`src/rtl/inst_encoder_pkg.sv`:
```
// Shared types for the RV32I instruction encoder: format codes, common opcodes,
// the FIFO entry layout and a sign-extension fit helper. Feature macro: INST_ENC_RANGE_CHECK_EN.
package inst_encoder_pkg;

    typedef enum logic [2:0] {
        FMT_R = 3'd0,
        FMT_I = 3'd1,
        FMT_S = 3'd2,
        FMT_B = 3'd3,
        FMT_U = 3'd4,
        FMT_J = 3'd5
    } inst_fmt_e;

    localparam logic [6:0] OP_LOAD   = 7'h03;
    localparam logic [6:0] OP_IMM    = 7'h13;
    localparam logic [6:0] OP_AUIPC  = 7'h17;
    localparam logic [6:0] OP_STORE  = 7'h23;
    localparam logic [6:0] OP_REG    = 7'h33;
    localparam logic [6:0] OP_LUI    = 7'h37;
    localparam logic [6:0] OP_BRANCH = 7'h63;
    localparam logic [6:0] OP_JALR   = 7'h67;
    localparam logic [6:0] OP_JAL    = 7'h6F;

    typedef struct packed {
        logic [31:0] inst;
        logic [31:0] addr;
        logic        err;
    } entry_t;

    localparam int ENTRY_W = $bits(entry_t);

    // True when v survives truncation to nbits and sign-extension back to 32 bits.
    function automatic logic fits_signed(input logic [31:0] v, input int unsigned nbits);
        logic [31:0] shl;
        logic [31:0] sext;
        shl  = v << (32 - nbits);
        sext = 32'($signed(shl) >>> (32 - nbits));
        return sext == v;
    endfunction

endpackage

```
`src/rtl/inst_encoder_if.sv`:
```
// Field-bundle input and encoded-instruction output handshakes of inst_encoder.
// master = program loader / imem writer side, slave = the encoder.
interface inst_encoder_if;
    logic        in_valid;
    logic        in_ready;
    logic [2:0]  in_fmt;
    logic [6:0]  in_opcode;
    logic [4:0]  in_rd;
    logic [4:0]  in_rs1;
    logic [4:0]  in_rs2;
    logic [2:0]  in_funct3;
    logic [6:0]  in_funct7;
    logic [31:0] in_imm;
    logic        out_valid;
    logic        out_ready;
    logic [31:0] out_inst;
    logic [31:0] out_addr;
    logic        out_err;
    logic        err_sticky;

    modport master (
        output in_valid, in_fmt, in_opcode, in_rd, in_rs1, in_rs2,
               in_funct3, in_funct7, in_imm, out_ready,
        input  in_ready, out_valid, out_inst, out_addr, out_err, err_sticky
    );

    modport slave (
        input  in_valid, in_fmt, in_opcode, in_rd, in_rs1, in_rs2,
               in_funct3, in_funct7, in_imm, out_ready,
        output in_ready, out_valid, out_inst, out_addr, out_err, err_sticky
    );
endinterface

```
`src/rtl/inst_enc_fifo.sv`:
```
// Synchronous FIFO for encoded entries; push and pop may occur in the same cycle.
// The read port returns zero while empty so idle outputs stay at their reset value.
module inst_enc_fifo #(
    parameter int DEPTH = 4,
    parameter int WIDTH = 8
) (
    input  logic             clk,
    input  logic             reset_n,
    input  logic             clear,
    input  logic             push,
    input  logic [WIDTH-1:0] wr_data,
    input  logic             pop,
    output logic [WIDTH-1:0] rd_data,
    output logic             full,
    output logic             empty
);
    localparam int AW = (DEPTH > 1) ? $clog2(DEPTH) : 1;

    logic [WIDTH-1:0] mem [DEPTH];
    logic [AW-1:0]    wr_ptr;
    logic [AW-1:0]    rd_ptr;
    logic [AW:0]      count;
    logic             do_push;
    logic             do_pop;

    assign full    = (count == (AW+1)'(DEPTH));
    assign empty   = (count == '0);
    assign do_push = push && !full;
    assign do_pop  = pop && !empty;
    assign rd_data = empty ? '0 : mem[rd_ptr];

    always_ff @(posedge clk or negedge reset_n) begin
        if (!reset_n) begin
            wr_ptr <= '0;
            rd_ptr <= '0;
            count  <= '0;
        end else if (clear) begin
            wr_ptr <= '0;
            rd_ptr <= '0;
            count  <= '0;
        end else begin
            if (do_push) wr_ptr <= wr_ptr + AW'(1);
            if (do_pop)  rd_ptr <= rd_ptr + AW'(1);
            count <= count + (AW+1)'(do_push) - (AW+1)'(do_pop);
        end
    end

    // Storage needs no reset: the read port is masked whenever the FIFO is empty.
    always_ff @(posedge clk) begin
        if (do_push) mem[wr_ptr] <= wr_data;
    end

endmodule

```
`src/rtl/inst_encoder.sv`:
```
// Packs RV32I fields into instruction words tagged with sequential imem byte addresses.
// Define INST_ENC_RANGE_CHECK_EN to flag immediates that do not fit the chosen format.
module inst_encoder
    import inst_encoder_pkg::*;
#(
    parameter int          FIFO_DEPTH = 4,
    parameter logic [31:0] BASE_ADDR  = 32'h0000_0000
) (
    input  logic          clk,
    input  logic          reset_n,
    input  logic          clear,
    inst_encoder_if.slave bus
);
    logic [31:0] enc_inst;
    logic        fmt_ok;
    logic        range_err;
    logic        enc_err;
    logic        push;
    logic        pop;
    logic        full;
    logic        empty;
    logic [31:0] addr_q;
    logic        sticky_q;
    entry_t      wr_entry;
    entry_t      head;

    always_comb begin
        enc_inst = '0;
        fmt_ok   = 1'b1;
        case (bus.in_fmt)
            FMT_R: enc_inst = {bus.in_funct7, bus.in_rs2, bus.in_rs1, bus.in_funct3,
                               bus.in_rd, bus.in_opcode};
            FMT_I: enc_inst = {bus.in_imm[11:0], bus.in_rs1, bus.in_funct3,
                               bus.in_rd, bus.in_opcode};
            FMT_S: enc_inst = {bus.in_imm[11:5], bus.in_rs2, bus.in_rs1, bus.in_funct3,
                               bus.in_imm[4:0], bus.in_opcode};
            FMT_B: enc_inst = {bus.in_imm[12], bus.in_imm[10:5], bus.in_rs2, bus.in_rs1,
                               bus.in_funct3, bus.in_imm[4:1], bus.in_imm[11], bus.in_opcode};
            FMT_U: enc_inst = {bus.in_imm[31:12], bus.in_rd, bus.in_opcode};
            FMT_J: enc_inst = {bus.in_imm[20], bus.in_imm[10:1], bus.in_imm[11],
                               bus.in_imm[19:12], bus.in_rd, bus.in_opcode};
            default: begin
                enc_inst = '0;
                fmt_ok   = 1'b0;
            end
        endcase
    end

`ifdef INST_ENC_RANGE_CHECK_EN
    // Out-of-range immediates are still encoded (truncated); only the flag reports them.
    always_comb begin
        range_err = 1'b0;
        case (bus.in_fmt)
            FMT_I, FMT_S: range_err = !fits_signed(bus.in_imm, 32'd12);
            FMT_B:        range_err = !fits_signed(bus.in_imm, 32'd13) || bus.in_imm[0];
            FMT_U:        range_err = |bus.in_imm[11:0];
            FMT_J:        range_err = !fits_signed(bus.in_imm, 32'd21) || bus.in_imm[0];
            default:      range_err = 1'b0;
        endcase
    end
`else
    assign range_err = 1'b0;
`endif

    assign enc_err = !fmt_ok || range_err;

    assign bus.in_ready = reset_n && !clear && !full;
    assign push         = bus.in_valid && bus.in_ready;
    assign pop          = bus.out_valid && bus.out_ready;

    assign wr_entry = '{inst: enc_inst, addr: addr_q, err: enc_err};

    inst_enc_fifo #(
        .DEPTH (FIFO_DEPTH),
        .WIDTH (ENTRY_W)
    ) u_fifo (
        .clk     (clk),
        .reset_n (reset_n),
        .clear   (clear),
        .push    (push),
        .wr_data (wr_entry),
        .pop     (pop),
        .rd_data (head),
        .full    (full),
        .empty   (empty)
    );

    always_ff @(posedge clk or negedge reset_n) begin
        if (!reset_n) begin
            addr_q   <= BASE_ADDR;
            sticky_q <= 1'b0;
        end else if (clear) begin
            addr_q   <= BASE_ADDR;
            sticky_q <= 1'b0;
        end else if (push) begin
            addr_q <= addr_q + 32'd4;
            if (enc_err) sticky_q <= 1'b1;
        end
    end

    assign bus.out_valid  = !empty;
    assign bus.out_inst   = head.inst;
    assign bus.out_addr   = head.addr;
    assign bus.out_err    = head.err;
    assign bus.err_sticky = sticky_q;

endmodule

```
`src/flat_wrapper.sv`:
```
// flat-port wrapper written by rule: the top's interface ports become plain ports
module inst_encoder_flat import inst_encoder_pkg::*;
#(
    parameter int          FIFO_DEPTH = 4,
    parameter logic [31:0] BASE_ADDR  = 32'h0000_0000
)
  (clk, reset_n, clear, bus_in_valid, bus_in_fmt, bus_in_opcode, bus_in_rd, bus_in_rs1, bus_in_rs2, bus_in_funct3, bus_in_funct7, bus_in_imm, bus_out_ready, bus_in_ready, bus_out_valid, bus_out_inst, bus_out_addr, bus_out_err, bus_err_sticky);
  inst_encoder_if bus_i ();
  input  logic clk;
  input  logic reset_n;
  input  logic clear;
  input wire logic [$bits(bus_i.in_valid)-1:0] bus_in_valid;
  input wire logic [$bits(bus_i.in_fmt)-1:0] bus_in_fmt;
  input wire logic [$bits(bus_i.in_opcode)-1:0] bus_in_opcode;
  input wire logic [$bits(bus_i.in_rd)-1:0] bus_in_rd;
  input wire logic [$bits(bus_i.in_rs1)-1:0] bus_in_rs1;
  input wire logic [$bits(bus_i.in_rs2)-1:0] bus_in_rs2;
  input wire logic [$bits(bus_i.in_funct3)-1:0] bus_in_funct3;
  input wire logic [$bits(bus_i.in_funct7)-1:0] bus_in_funct7;
  input wire logic [$bits(bus_i.in_imm)-1:0] bus_in_imm;
  input wire logic [$bits(bus_i.out_ready)-1:0] bus_out_ready;
  output wire logic [$bits(bus_i.in_ready)-1:0] bus_in_ready;
  output wire logic [$bits(bus_i.out_valid)-1:0] bus_out_valid;
  output wire logic [$bits(bus_i.out_inst)-1:0] bus_out_inst;
  output wire logic [$bits(bus_i.out_addr)-1:0] bus_out_addr;
  output wire logic [$bits(bus_i.out_err)-1:0] bus_out_err;
  output wire logic [$bits(bus_i.err_sticky)-1:0] bus_err_sticky;
  assign bus_i.in_valid = bus_in_valid;
  assign bus_i.in_fmt = bus_in_fmt;
  assign bus_i.in_opcode = bus_in_opcode;
  assign bus_i.in_rd = bus_in_rd;
  assign bus_i.in_rs1 = bus_in_rs1;
  assign bus_i.in_rs2 = bus_in_rs2;
  assign bus_i.in_funct3 = bus_in_funct3;
  assign bus_i.in_funct7 = bus_in_funct7;
  assign bus_i.in_imm = bus_in_imm;
  assign bus_i.out_ready = bus_out_ready;
  assign bus_in_ready = bus_i.in_ready;
  assign bus_out_valid = bus_i.out_valid;
  assign bus_out_inst = bus_i.out_inst;
  assign bus_out_addr = bus_i.out_addr;
  assign bus_out_err = bus_i.out_err;
  assign bus_err_sticky = bus_i.err_sticky;
  inst_encoder #(.FIFO_DEPTH(FIFO_DEPTH), .BASE_ADDR(BASE_ADDR)) u_core (.clk(clk), .reset_n(reset_n), .clear(clear), .bus(bus_i));
endmodule
```
`config.mk`:
```
export PLATFORM = sky130hd
export DESIGN_NAME = inst_encoder_flat
export DESIGN_NICKNAME = d
export VERILOG_FILES = /design/src/rtl/inst_encoder_pkg.sv /design/src/rtl/inst_encoder_if.sv /design/src/rtl/inst_enc_fifo.sv /design/src/rtl/inst_encoder.sv /design/src/flat_wrapper.sv
export SDC_FILE = /design/constraint.sdc
export NUM_CORES = 1
export LEC_CHECK = 0
export BUFFER_PORTS_ARGS = -buffer_cell sky130_fd_sc_hd__buf_2
export CORE_ASPECT_RATIO = 0.9
export CORE_UTILIZATION = 50
export CTS_CLUSTER_SIZE = 24
export DETAILED_ROUTE_END_ITERATION = 12
export GPL_TIMING_DRIVEN = 0
export PLACE_DENSITY = 0.75
export SLEW_MARGIN = 30
export SYNTH_ARGS = -nofsm -noshare
export SYNTH_HDL_FRONTEND = slang
export SYNTH_SLANG_ARGS = --single-unit
```
`constraint.sdc`:
```
create_clock -name clk -period 3.7 [get_ports clk]
set_clock_uncertainty 0.1 [all_clocks]
set_input_delay 0.37 -clock clk [delete_from_list [all_inputs] [get_ports clk]]
set_output_delay 0.37 -clock clk [all_outputs]
set_load 0.05 [all_outputs]
```
## After elaboration in Yosys (flattened, before gate mapping)

Memory sizes are Yosys's and may differ from the RTL's.
Index checks and enable logic that the tools add are counted.

| operators by class | value |
|---|---|
| reduce and logical (&&, ||, !) cells | 17 |
| muxes and demuxes | 15 |
| equal/unequal tests | 7 |
| add/subtract/negate cells | 5 |

Operators by type and width:

| kind | number |
|---|---|
| $pmux 32 s6 | 1 |
| $mux 65 | 1 |
| $mux 32 | 2 |
| $add 32x3->32 const B | 1 |
| $eq 3x3->1 const B | 3 |
| $mux 2 | 4 |
| $eq 3x2->1 const B | 2 |
| $logic_and 1x1->1 | 6 |
| $logic_not 3->1 | 2 |
| $mux 1 | 6 |
| $reduce_bool 2->1 | 3 |
| $reduce_or 6->1 | 1 |
| $add 2x1->2 const B | 2 |
| $logic_not 1->1 | 4 |
| $add 3x1->3 | 1 |
| $eq 3x1->1 const B | 1 |
| $mux 3 | 1 |
| $sub 3x1->3 | 1 |
| $ne 2x2->1 const B | 1 |
| $reduce_and 2->1 | 1 |

| word-level totals | value |
|---|---|
| output and inout bits | 68 |
| bits in registers | 40 |
| input bits | 72 |
| memories | 1 |
| logic and storage cells | 50 |
| RAM bits | 260 |

Memories:

| memory | depth | width | read ports | clocked after Yosys merged registers in | wr ports | RTL line | source |
|---|---|---|---|---|---|---|---|
| u_core.u_fifo.mem | 4 | 65 | 1 | 0 | 1 | inst_enc_fifo.sv:19 | `logic [WIDTH-1:0] mem [DEPTH];` |

## Longest topological paths before layout

Gate-level depths: netlist of run 1.

| depth | value |
|---|---|
| depth after elaboration | 8 |
| depth in mapped cells | 11 |
| gate-level depth less buffers | 10 |

## By module

From an unflattened synthesis of run 1, not the netlist that was laid out.

| unflattened totals | value |
|---|---|
| cells, all modules | 754 |
| area, all modules | 12,550.8 um2 |

Modules (own cells, without submodules):

| module | times used | cells an instance | area an instance (um2) | seq. area each (um2) |
|---|---|---|---|---|
| inst_enc_fifo | 1 | 458 | 10,262.3 | 7,982.7 |
| inst_encoder | 1 | 296 | 2,288.4 | 775.7 |

## Worst setup path after synthesis of run 1

Ideal clock, no wire load.

| timing | value |
|---|---|
| path type | reg2reg |
| start point | register u_core.u_fifo.count[2] |
| end point | memory u_core.u_fifo.mem[0][0] in the netlist's numbering (enable) |
| setup slack | 792 ps |
| stages on the path, launching flop included | 4 |
| setup time | 428 ps |
| clock period less this slack | 2,908 ps |
| arrival | 2,380 ps |
| buffers on the path | 1 |
| required time | 3,172 ps |
| cells stage by stage | dfrtp_1 > or3b_2 > clkbuf_1 > and3_1 |

| on the way | value |
|---|---|
| word-level cells in the longest chain between the ends | 7 |

Ends and longest elaborated chain:

| element | RTL line | source |
|---|---|---|
| start: declaration | inst_enc_fifo.sv:22 | `logic [AW:0] count;` |
| start signal: assignment | inst_enc_fifo.sv:44 | `count <= count + (AW+1)'(do_push) - (AW+1)'(do_pop);` |
| $eq 3x3->1 * | inst_enc_fifo.sv:26 | `assign full = (count == (AW+1)'(DEPTH));` |
| $logic_not 1->1 * | inst_enc_fifo.sv:28, inst_encoder.sv:67 |  |
| $logic_and 1x1->1 | inst_encoder.sv:67 | `assign bus.in_ready = reset_n && !clear && !full;` |
| $logic_and 1x1->1 | inst_encoder.sv:68 | `assign push = bus.in_valid && bus.in_ready;` |
| $logic_and 1x1->1 * | inst_enc_fifo.sv:28 | `assign do_push = push && !full;` |
| $mux 1 * | inst_enc_fifo.sv:50 | `if (do_push) mem[wr_ptr] <= wr_data;` |
| $mux 1 (implied by the code) * | inst_enc_fifo.sv:50 |  |
| end: declaration | inst_enc_fifo.sv:19 |  |

Mark *: on every way between the ends. The rest lies on a longest branch, timed or not.

## Worst setup path after layout of run 1

| timing | value |
|---|---|
| start point | register u_core.u_fifo.rd_ptr[1] |
| end point | output bus_out_addr[19] |

| on the way | value |
|---|---|
| word-level cells in the longest chain between the ends | 2 |

Ends and longest elaborated chain:

| element | RTL line | source |
|---|---|---|
| start: declaration | inst_enc_fifo.sv:21 | `logic [AW-1:0] rd_ptr;` |
| start signal: assignment | inst_enc_fifo.sv:43 | `if (do_pop) rd_ptr <= rd_ptr + AW'(1);` |
| $mem_v2 4x65 | n/a |  |
| $mux 65 | inst_enc_fifo.sv:30 | `assign rd_data = empty ? '0 : mem[rd_ptr];` |
| end: declaration | flat_wrapper.sv:25 | `output wire logic [$bits(bus_i.out_addr)-1:0] bus_out_addr;` |

No other way between the ends.

==> results of run 1 <==
power groups by stage:
stage / logic (uW) / registers (uW) / clock network (uW)
6_report: 3580 / 3700 / 2920
4_1_cts: 3640 / 3700 / 2950
5_1_grt: 3820 / 3710 / 3080
3_3_place_gp: 3580 / 3770 / 0
3_5_place_dp: 3630 / 3770 / 0
2_1_floorplan: 2750 / 3760 / 0
cells by family after synthesis:
| family | synth area share (%) |
|---|---|
| flops | 69.10 |
| simple gates | 9.865 |
| compound gates | 5.095 |
| buf+inv | 2.395 |
| mux | 12.01 |
| xor+xnor | 0.6394 |
| fa+ha+maj | 0.8728 |
| other cells | 0.03042 |
per-stage QoR:
stage	instance area (um^2)	instances	total power [uW]
2_1_floorplan	12330	743	6511
3_3_place_gp	13390	1186	7353
3_5_place_dp	13550	1192	7399
4_1_cts	14500	1244	10290
5_1_grt	14500	1244	10610
6_report	14500	1244	10200
tightest hold or removal path, cell delays in order:
cell                      delay, ns
sky130_fd_sc_hd__buf_2         0.11
sky130_fd_sc_hd__nand3_1       0.07
sky130_fd_sc_hd__xor2_1        0.06
sky130_fd_sc_hd__nor2_1        0.08
layer usage:
| metal | global-route usage, % | routed length [um] |
|---|---|---|
| met1 | 30.04 | 11260 |
| met2 | 34.98 | 12770 |
| met3 | 3.266 | 1529 |
| met4 | 6.972 | 861 |
| met5 | 0 | 0 |
area by class of cell:
| type | count | area (um^2) |
|---|---|---|
| fillers | 1801 | 9687 |
| flip-flops and latches | 290 | 8518 |
| inverters | 27 | 101.3 |
| clock inverters | 15 | 180.2 |
| well taps | 308 | 385.4 |
| repair buffers | 142 | 820.8 |
| plain buffers | 46 | 195.2 |
| multi-input cells | 380 | 3538 |
| clock buffers | 36 | 762.0 |
cells in the final DEF, fill, tap and decap left out, drive strengths merged, types with 5 or more instances in the layout:
cell / synthesis / final
o31ai: 12 / 12
nor2: 15 / 15
nor4: 6 / 6
xor2: 5 / 5
ha: 7 / 7
buf: 13 / 154
a21oi: 25 / 25
nand3b: 5 / 5
nand3: 11 / 11
and3: 6 / 6
clkinv: 0 / 9
inv: 27 / 28
a22oi: 17 / 17
and2: 72 / 72
clkbuf: 33 / 69
or3: 5 / 5
nand2: 28 / 28
nand4: 12 / 12
or4: 14 / 14
mux4: 63 / 63
dfrtp: 38 / 38
o22ai: 14 / 14
edfxtp: 252 / 252
o41ai: 9 / 9
o21ai: 13 / 13
mux2i: 5 / 5
registers in the layout (all words and copies together), names as in the netlist:
name	flops
u_core.bus.err_sticky	1
u_core.u_fifo.wr_ptr	2
u_core.u_fifo.mem	252
u_core.addr_q	30
u_core.u_fifo.count	3
u_core.u_fifo.rd_ptr	2
path summary, 6_finish.rpt:
path	end	depth (start not counted)	slack, ns	from
min reg2reg	u_core.u_fifo.wr_ptr[0]$_DFFE_PN0P_	1	0.46	u_core.u_fifo.wr_ptr[0]$_DFFE_PN0P_
max	bus_out_addr[19]	5	0.45	u_core.u_fifo.rd_ptr[1]$_DFFE_PN0P_
max reg2reg	u_core.u_fifo.count[2]$_DFF_PN0_	10	0.85	u_core.u_fifo.count[1]$_DFF_PN0_
max in group asynchronous	u_core.u_fifo.count[2]$_DFF_PN0_	4	2.94	reset_n
min	u_core.u_fifo.rd_ptr[1]$_DFFE_PN0P_	4	0.1	bus_out_ready
min in group asynchronous	u_core.addr_q[23]$_DFFE_PN0P_	3	0.23	reset_n
==> implementation parameters, run 1 <==
Parameter                              Value

Critical path
  Arrival time at the worst endpoint    2.78 ns
  CP most frequent cell    sky130_fd_sc_hd__clkbuf_1
  Cell Chain, Critical Path    clkbuf_1, clkbuf_1, mux4_2, and2_1, buf_2
  Endpoint class of the critical path    output port
  Critical path startpoint category    flop
  Maximum fanout along the worst path    10
  Worst Path Buf+Inv    3
  Cell with the largest stage delay on the worst path    sky130_fd_sc_hd__clkbuf_1
  Req. time, crit path    roughly 3.2 ns
  Kind of cell with the highest combined delay on the critical path    buffers and inverters
  Delay of the slowest cell on the worst path    roughly 0.62 ns
  Kind of critical path    flop to output port

Synthesis
  Number of enable-type register cells in the synthesized netlist    252
  FF+latch count, synth    between 200 and 300
  Post-synth top area share    61.38%
  Count of mapped cells out of synthesis    742
  Cell type with the largest total area after synthesis    sky130_fd_sc_hd__edfxtp_1
  Top cell types by occurrence after synthesis    sky130_fd_sc_hd__edfxtp_1 (252), sky130_fd_sc_hd__and2_1 (72), sky130_fd_sc_hd__mux4_2 (63)
  Warnings, synthesis    0
  Per-instance average area after synthesis    16.61 um^2
  Post-Syn Area    roughly 0.012 mm^2
  Portion of the post-synthesis area used by sequential elements    about 69%
  Library cell with the highest instance count after synthesis    sky130_fd_sc_hd__edfxtp_1
  Top area cells in the synthesized netlist    sky130_fd_sc_hd__edfxtp_1 (61%), sky130_fd_sc_hd__mux4_2 (12%), sky130_fd_sc_hd__dfrtp_1 (7.7%)
  Fraction of registers with async set or reset after synthesis    13.10%
  Top FF cell, synth    sky130_fd_sc_hd__edfxtp_1
  Count of distinct cell types in the synthesized netlist    54

Clock tree
  Worst-case clock buffer depth    3
  Number of CTS-inserted buffers    29
  TritonCTS clock tree    built
  Post_cts resized    0
  Total setup buffers inserted after CTS    0
  Number of sinks handled by clock tree synthesis    290
  Deepest level of the CTS H-tree    1
  Clock latency on the worst-skew pair    0.53 ns
  Total of hold buffers inserted after clock tree synthesis    1
  Clock root buffer master    sky130_fd_sc_hd__clkbuf_16
  Clk pin slew, worst setup/hold paths    roughly 0.06 ns

Floorplan
  Area of the die    0.02529 mm^2
  Die X    between 150 and 200 um
  Ports    140
  Initial standard-cell utilization of the core    approximately 50%
  Placeable core region    0.02419 mm^2
  Die extent in y    roughly 150 um
  Cell Rows    54

STA
  Shortest period the worst path allows    around 3.2 ns
  Final setup violation count    0
  Worst-margin pin slew    0.8312 ns
  Fin worst setup slack    between 0.4 and 0.5 ns
  Post-route fraction of the period consumed by the critical path    between 80% and 90%
  Max-Slew Margin vs Limit    44.38%
  Setup repair after global routing missed its margin    no
  Setup total negative slack    0 ns
  Slew Viols, Final    0
  Number of hold-slack violations in the final timing report    0
  Hold slack    0.09955 ns
  Fmax    roughly 0.31 GHz

Run
  Max-cap violation count    0

Route
  Total iterations of the first detailed-routing run    5
  Final wirelength    between 20 and 30 mm
  Iter 0 DRT Violations    about 640
  Antenna violation net count after detailed routing    0
  Number of vias per cell after detailed routing    between 5 and 6
  Post-route DRC    0
  Average detailed-routed wire length per instance    21.24 um
  Vias    7,339

Min path
  Min-Delay Path Class    input port to flop

Pwr
  IR Drop Worst-Case VDD    between 0.4 and 0.5 mV
  Switching share of total power    a little under two fifths
  Share of power burned in the clock network    between 20% and 30%
  Cell-internal power    ~6500 uW
  Portion of total power attributed to sequential cells    36.3%
  Combinational fraction of design power    35.1%
  Pwr Density    roughly 700 mW/mm^2
  Switching power    ~3700 uW
  Leakage power summed over all cells    around 0.0052 uW

Place
  Buffers added on ports    between 100 and 150
  Final weighted congestion in routability-driven placement    roughly 0.86
  Worst setup timing slack at the placement stage    slightly below 0.9 ns
  HPWL Detailed    17.08 mm

Finish
  Post-layout util    between 50% and 60%
  Layout cells sized above 1    29.59%
  Number of nets in the layout    around 1,000
  N_diodes    0
  Layout-stage area growth over the synthesis result    17.63%

Global routing
  Overall global routing resource usage    approximately 21%
  Antenna violations before repair    1
  Maximum number of pins on one net before global-route repair    40
  Gr ovfl total    0
  Global-route wire length before repair    ~41 mm
  Number of global-route vias before repair    roughly 7,300

Run status
  Outcome    complete, no violations
Note: power is estimated with default switching activity, not from simulation.
==> run 2, diff against run 1 <==
--- a/config.mk
+++ b/config.mk
@@ -11,7 +11,8 @@
 export CTS_CLUSTER_SIZE = 24
 export DETAILED_ROUTE_END_ITERATION = 12
 export GPL_TIMING_DRIVEN = 0
-export PLACE_DENSITY = 0.75
+export PLACE_DENSITY_LB_ADDON = 0.1
+export SKIP_CTS_REPAIR_TIMING = 1
 export SLEW_MARGIN = 30
 export SYNTH_ARGS = -nofsm -noshare
 export SYNTH_HDL_FRONTEND = slang
==> constraint.sdc (replaced) <==
create_clock -name clk -period 3.7 [get_ports clk]
set_clock_uncertainty 0.1 [all_clocks]
set_input_delay 0.37 -clock clk [delete_from_list [all_inputs] [get_ports clk]]
set_output_delay 0.37 -clock clk [all_outputs]
set_load 0.1 [all_outputs]
==> run 2 against run 1 <==
Cell area hardly changed. Sequential power hardly changed. Sequential share of layout area hardly changed. Utilization hardly changed. Clock power is 4% lower. Die area stayed put. Worst setup slack worse by 0.073 ns. Largest power group is now combinational logic. Worst hold slack worse by 0.010 ns. Combinational power is 44% higher. Total power is 14% higher. First-iteration DRC count is 9.7% lower. Wire length is 0.77% higher.
==> implementation parameters, run 2 (synthesized netlist as in run 1, its figures left out) <==
Parameter                              Value

Floorplan
  Die X    167.5 um (unchanged)
  Die extent in y    151.0 um (unchanged)
  Initial standard-cell utilization of the core    50.97% (unchanged)
  Placeable core region    0.02419 mm^2 (unchanged)
  Ports    140 (unchanged)
  Cell Rows    54 (unchanged)
  Area of the die    0.02529 mm^2 (unchanged)

Critical path
  Req. time, crit path    3.23 ns (about the same)
  Cell Chain, Critical Path    clkbuf_1, clkbuf_1, mux4_2, and2_1, buf_2 (unchanged)
  Worst reg2reg path startpoint    u_core.u_fifo.count[1]$_DFF_PN0_ (unchanged)
  Timing startpoint of the critical path    u_core.u_fifo.rd_ptr[1]$_DFFE_PN0P_ (unchanged)
  Arrival time at the worst endpoint    2.85 ns (was 2.78 ns)
  Number of cells traversed by the worst register-to-register path    10 (unchanged)
  Maximum fanout along the worst path    10 (unchanged)
  CP most frequent cell    sky130_fd_sc_hd__clkbuf_1 (unchanged)
  FF-to-FF setup slack    0.89 ns (was 0.85 ns)
  Cell with the largest stage delay on the worst path    sky130_fd_sc_hd__clkbuf_1 (unchanged)
  Delay of the slowest cell on the worst path    0.57 ns (was 0.62 ns)
  Worst r2r dst    u_core.u_fifo.count[2]$_DFF_PN0_ (unchanged)
  Kind of critical path    flop to output port (unchanged)
  Critical path startpoint category    flop (unchanged)
  Endpoint class of the critical path    output port (unchanged)

Finish
  Number of flip-flops under the largest register name    252 (unchanged)
  Most common library cell in the layout ignoring fill and taps    sky130_fd_sc_hd__edfxtp_1 (unchanged)
  Most used cells in the layout excluding fill and tap cells    sky130_fd_sc_hd__edfxtp_1 (252), sky130_fd_sc_hd__buf_2 (142), sky130_fd_sc_hd__and2_1 (72), sky130_fd_sc_hd__mux4_2 (63), sky130_fd_sc_hd__clkbuf_1 (41) (was sky130_fd_sc_hd__edfxtp_1 (252), sky130_fd_sc_hd__buf_2 (143), sky130_fd_sc_hd__and2_1 (72), sky130_fd_sc_hd__mux4_2 (63))
  Post-layout util    59.92% (was 59.95%)
  Layout cells sized above 1    29.44% (was 29.59%)
  Number of nets in the layout    998 (was 996)
  Top Registers    u_core.u_fifo.mem (252), u_core.addr_q (30), u_core.u_fifo.count (3) (unchanged)
  N_diodes    0 (unchanged)
  Layout-stage area growth over the synthesis result    17.57% (was 17.63%)
  Largest register by flop count    u_core.u_fifo.mem (unchanged)

Clock tree
  Worst-case clock buffer depth    3 (unchanged)
  Number of CTS-inserted buffers    29 (unchanged)
  TritonCTS clock tree    built (unchanged)
  Deepest level of the CTS H-tree    1 (unchanged)
  Clk pin slew, worst setup/hold paths    0.06 ns (about the same)
  Number of sinks handled by clock tree synthesis    290 (unchanged)
  Clock latency on the worst-skew pair    0.53 ns (about the same)
  Clock root buffer master    sky130_fd_sc_hd__clkbuf_16 (unchanged)

STA
  Hold slack    0.08941 ns (was 0.09955 ns)
  Post-route fraction of the period consumed by the critical path    89.77% (was 87.79%)
  Max-Slew Margin vs Limit    42.04% (was 44.38%)
  Final setup violation count    0 (unchanged)
  Fin worst setup slack    0.3783 ns (was 0.4517 ns)
  Worst-margin pin slew    0.8602 ns (was 0.8312 ns)
  Fmax    0.3011 GHz (was 0.3079 GHz)
  Shortest period the worst path allows    3.322 ns (was 3.248 ns)
  Setup repair after global routing missed its margin    no (unchanged)
  Slew Viols, Final    0 (unchanged)
  Number of hold-slack violations in the final timing report    0 (unchanged)

Route
  Post-route DRC    0 (unchanged)
  Antenna violation net count after detailed routing    0 (unchanged)
  Vias    7,283 (was 7,339)
  Number of vias per cell after detailed routing    5.831 (was 5.900)
  Iter 0 DRT Violations    580 (was 642)
  Total iterations of the first detailed-routing run    5 (unchanged)
  Average detailed-routed wire length per instance    21.32 um (was 21.24 um)
  Final wirelength    26.62 mm (was 26.42 mm)

Run
  Max-cap violation count    0 (unchanged)

Min path
  Min-Delay Path Class    input port to flop (unchanged)
  Min-delay src    bus_in_opcode[6] (was bus_out_ready)
  End of the worst hold path    u_core.u_fifo.mem[1][39]$_DFFE_PP_ (was u_core.u_fifo.rd_ptr[1]$_DFFE_PN0P_)
  Number of cells traversed by the worst hold path    2 (was 4)

Global routing
  Maximum number of pins on one net before global-route repair    43 (was 40)
  Met3 Use GR    3.136% (was 3.266%)
  Met2 usage in global routing    35.42% (was 34.98%)
  Met1 Usage GRT    29.44% (was 30.04%)
  Number of global-route vias before repair    7,410 (was 7,251)
  Global-route wire length before repair    40.86 mm (was 41.11 mm)
  Gr ovfl total    0 (unchanged)
  Antenna violations before repair    0 (was 1)
  Overall global routing resource usage    21.23% (was 21.46%)
  Most heavily used metal layer in global routing    met2 (unchanged)

Run status
  Outcome    complete, no violations (unchanged)

Pwr
  Pwr Density    804.1 mW/mm^2 (was 703.4 mW/mm^2)
  Cell-internal power    6336 uW (was 6455 uW)
  Sum of internal, switching and leakage power    11,650 uW (was 10,200 uW)
  IR Drop Worst-Case VDD    1.030 mV (was 0.4638 mV)
  Combinational fraction of design power    44.4% (was 35.1%)
  Share of power burned in the clock network    23.9% (was 28.6%)
  Switching power    5319 uW (was 3745 uW)
  Switching share of total power    45.64% (was 36.71%)
  Portion of total power attributed to sequential cells    31.7% (was 36.3%)
  Leakage power summed over all cells    0.005155 uW (was 0.005166 uW)

Place
  HPWL Detailed    17.69 mm (was 17.08 mm)
  Worst setup timing slack at the placement stage    0.4008 ns (was 0.8792 ns)
  Final weighted congestion in routability-driven placement    0.8633 (was 0.8552)
  Buffers added on ports    135 (unchanged)
-- run 2: layout make-up --
type / count / area (um^2)
well taps: 308 / 385.4
clock buffers: 40 / 787.0
plain buffers: 46 / 195.2
multi-input cells: 380 / 3538
fillers: 1847 / 9694
inverters: 27 / 101.3
clock inverters: 14 / 120.1
repair buffers: 144 / 848.3
flip-flops and latches: 290 / 8518
-- run 2: how the worst max path moves through the flow --
stage,endpoint,slack [ns],cells after the start
floorplan,u_core.u_fifo.mem[0][0]$_DFFE_PP_,0.79,3
global placement,u_core.u_fifo.mem[1][30]$_DFFE_PP_,-1.39,4
detailed placement,u_core.u_fifo.count[2]$_DFF_PN0_,0.40,11
CTS,bus_out_addr[30],0.31,5
global route,bus_out_addr[31],0.23,5
finish,bus_out_addr[30],0.38,5
-- run 2: per-layer routing --
metal	part of all wire, %	vias to the layer above	routed length (um)
li1	-	3287	-
met1	44	3704	11790
met2	48	250	12890
met3	5.2	42	1396
met4	2.1	0	548
met5	0	-	0
-- run 2: metrics by stage --
step                area (um^2)  setup TNS, ns  std cells
CTS                       14480              0       1248
floorplan                 12330              0        743
global route              14490              0       1249
global placement          13390        -345.62       1186
detailed placement        13570              0       1194
finish                    14490              0       1249
-- run 2: power by group through the flow --
stage / clock [uW] / sequential (uW) / combinational [uW]
CTS: 2840 / 3700 / 5230
detailed placement: 0 / 3770 / 5210
finish: 2790 / 3700 / 5170
global placement: 0 / 3770 / 5170
global route: 2950 / 3710 / 5390
floorplan: 0 / 3760 / 4340
-- run 2: worst max-delay path, delay by kind of cell, from the launching register on --
family | cells | cell delay, ns
buffers and inverters | 3 | 1.51
DFF | 1 | 0.31
and+or+nand+nor | 1 | 0.14
muxes | 1 | 0.34
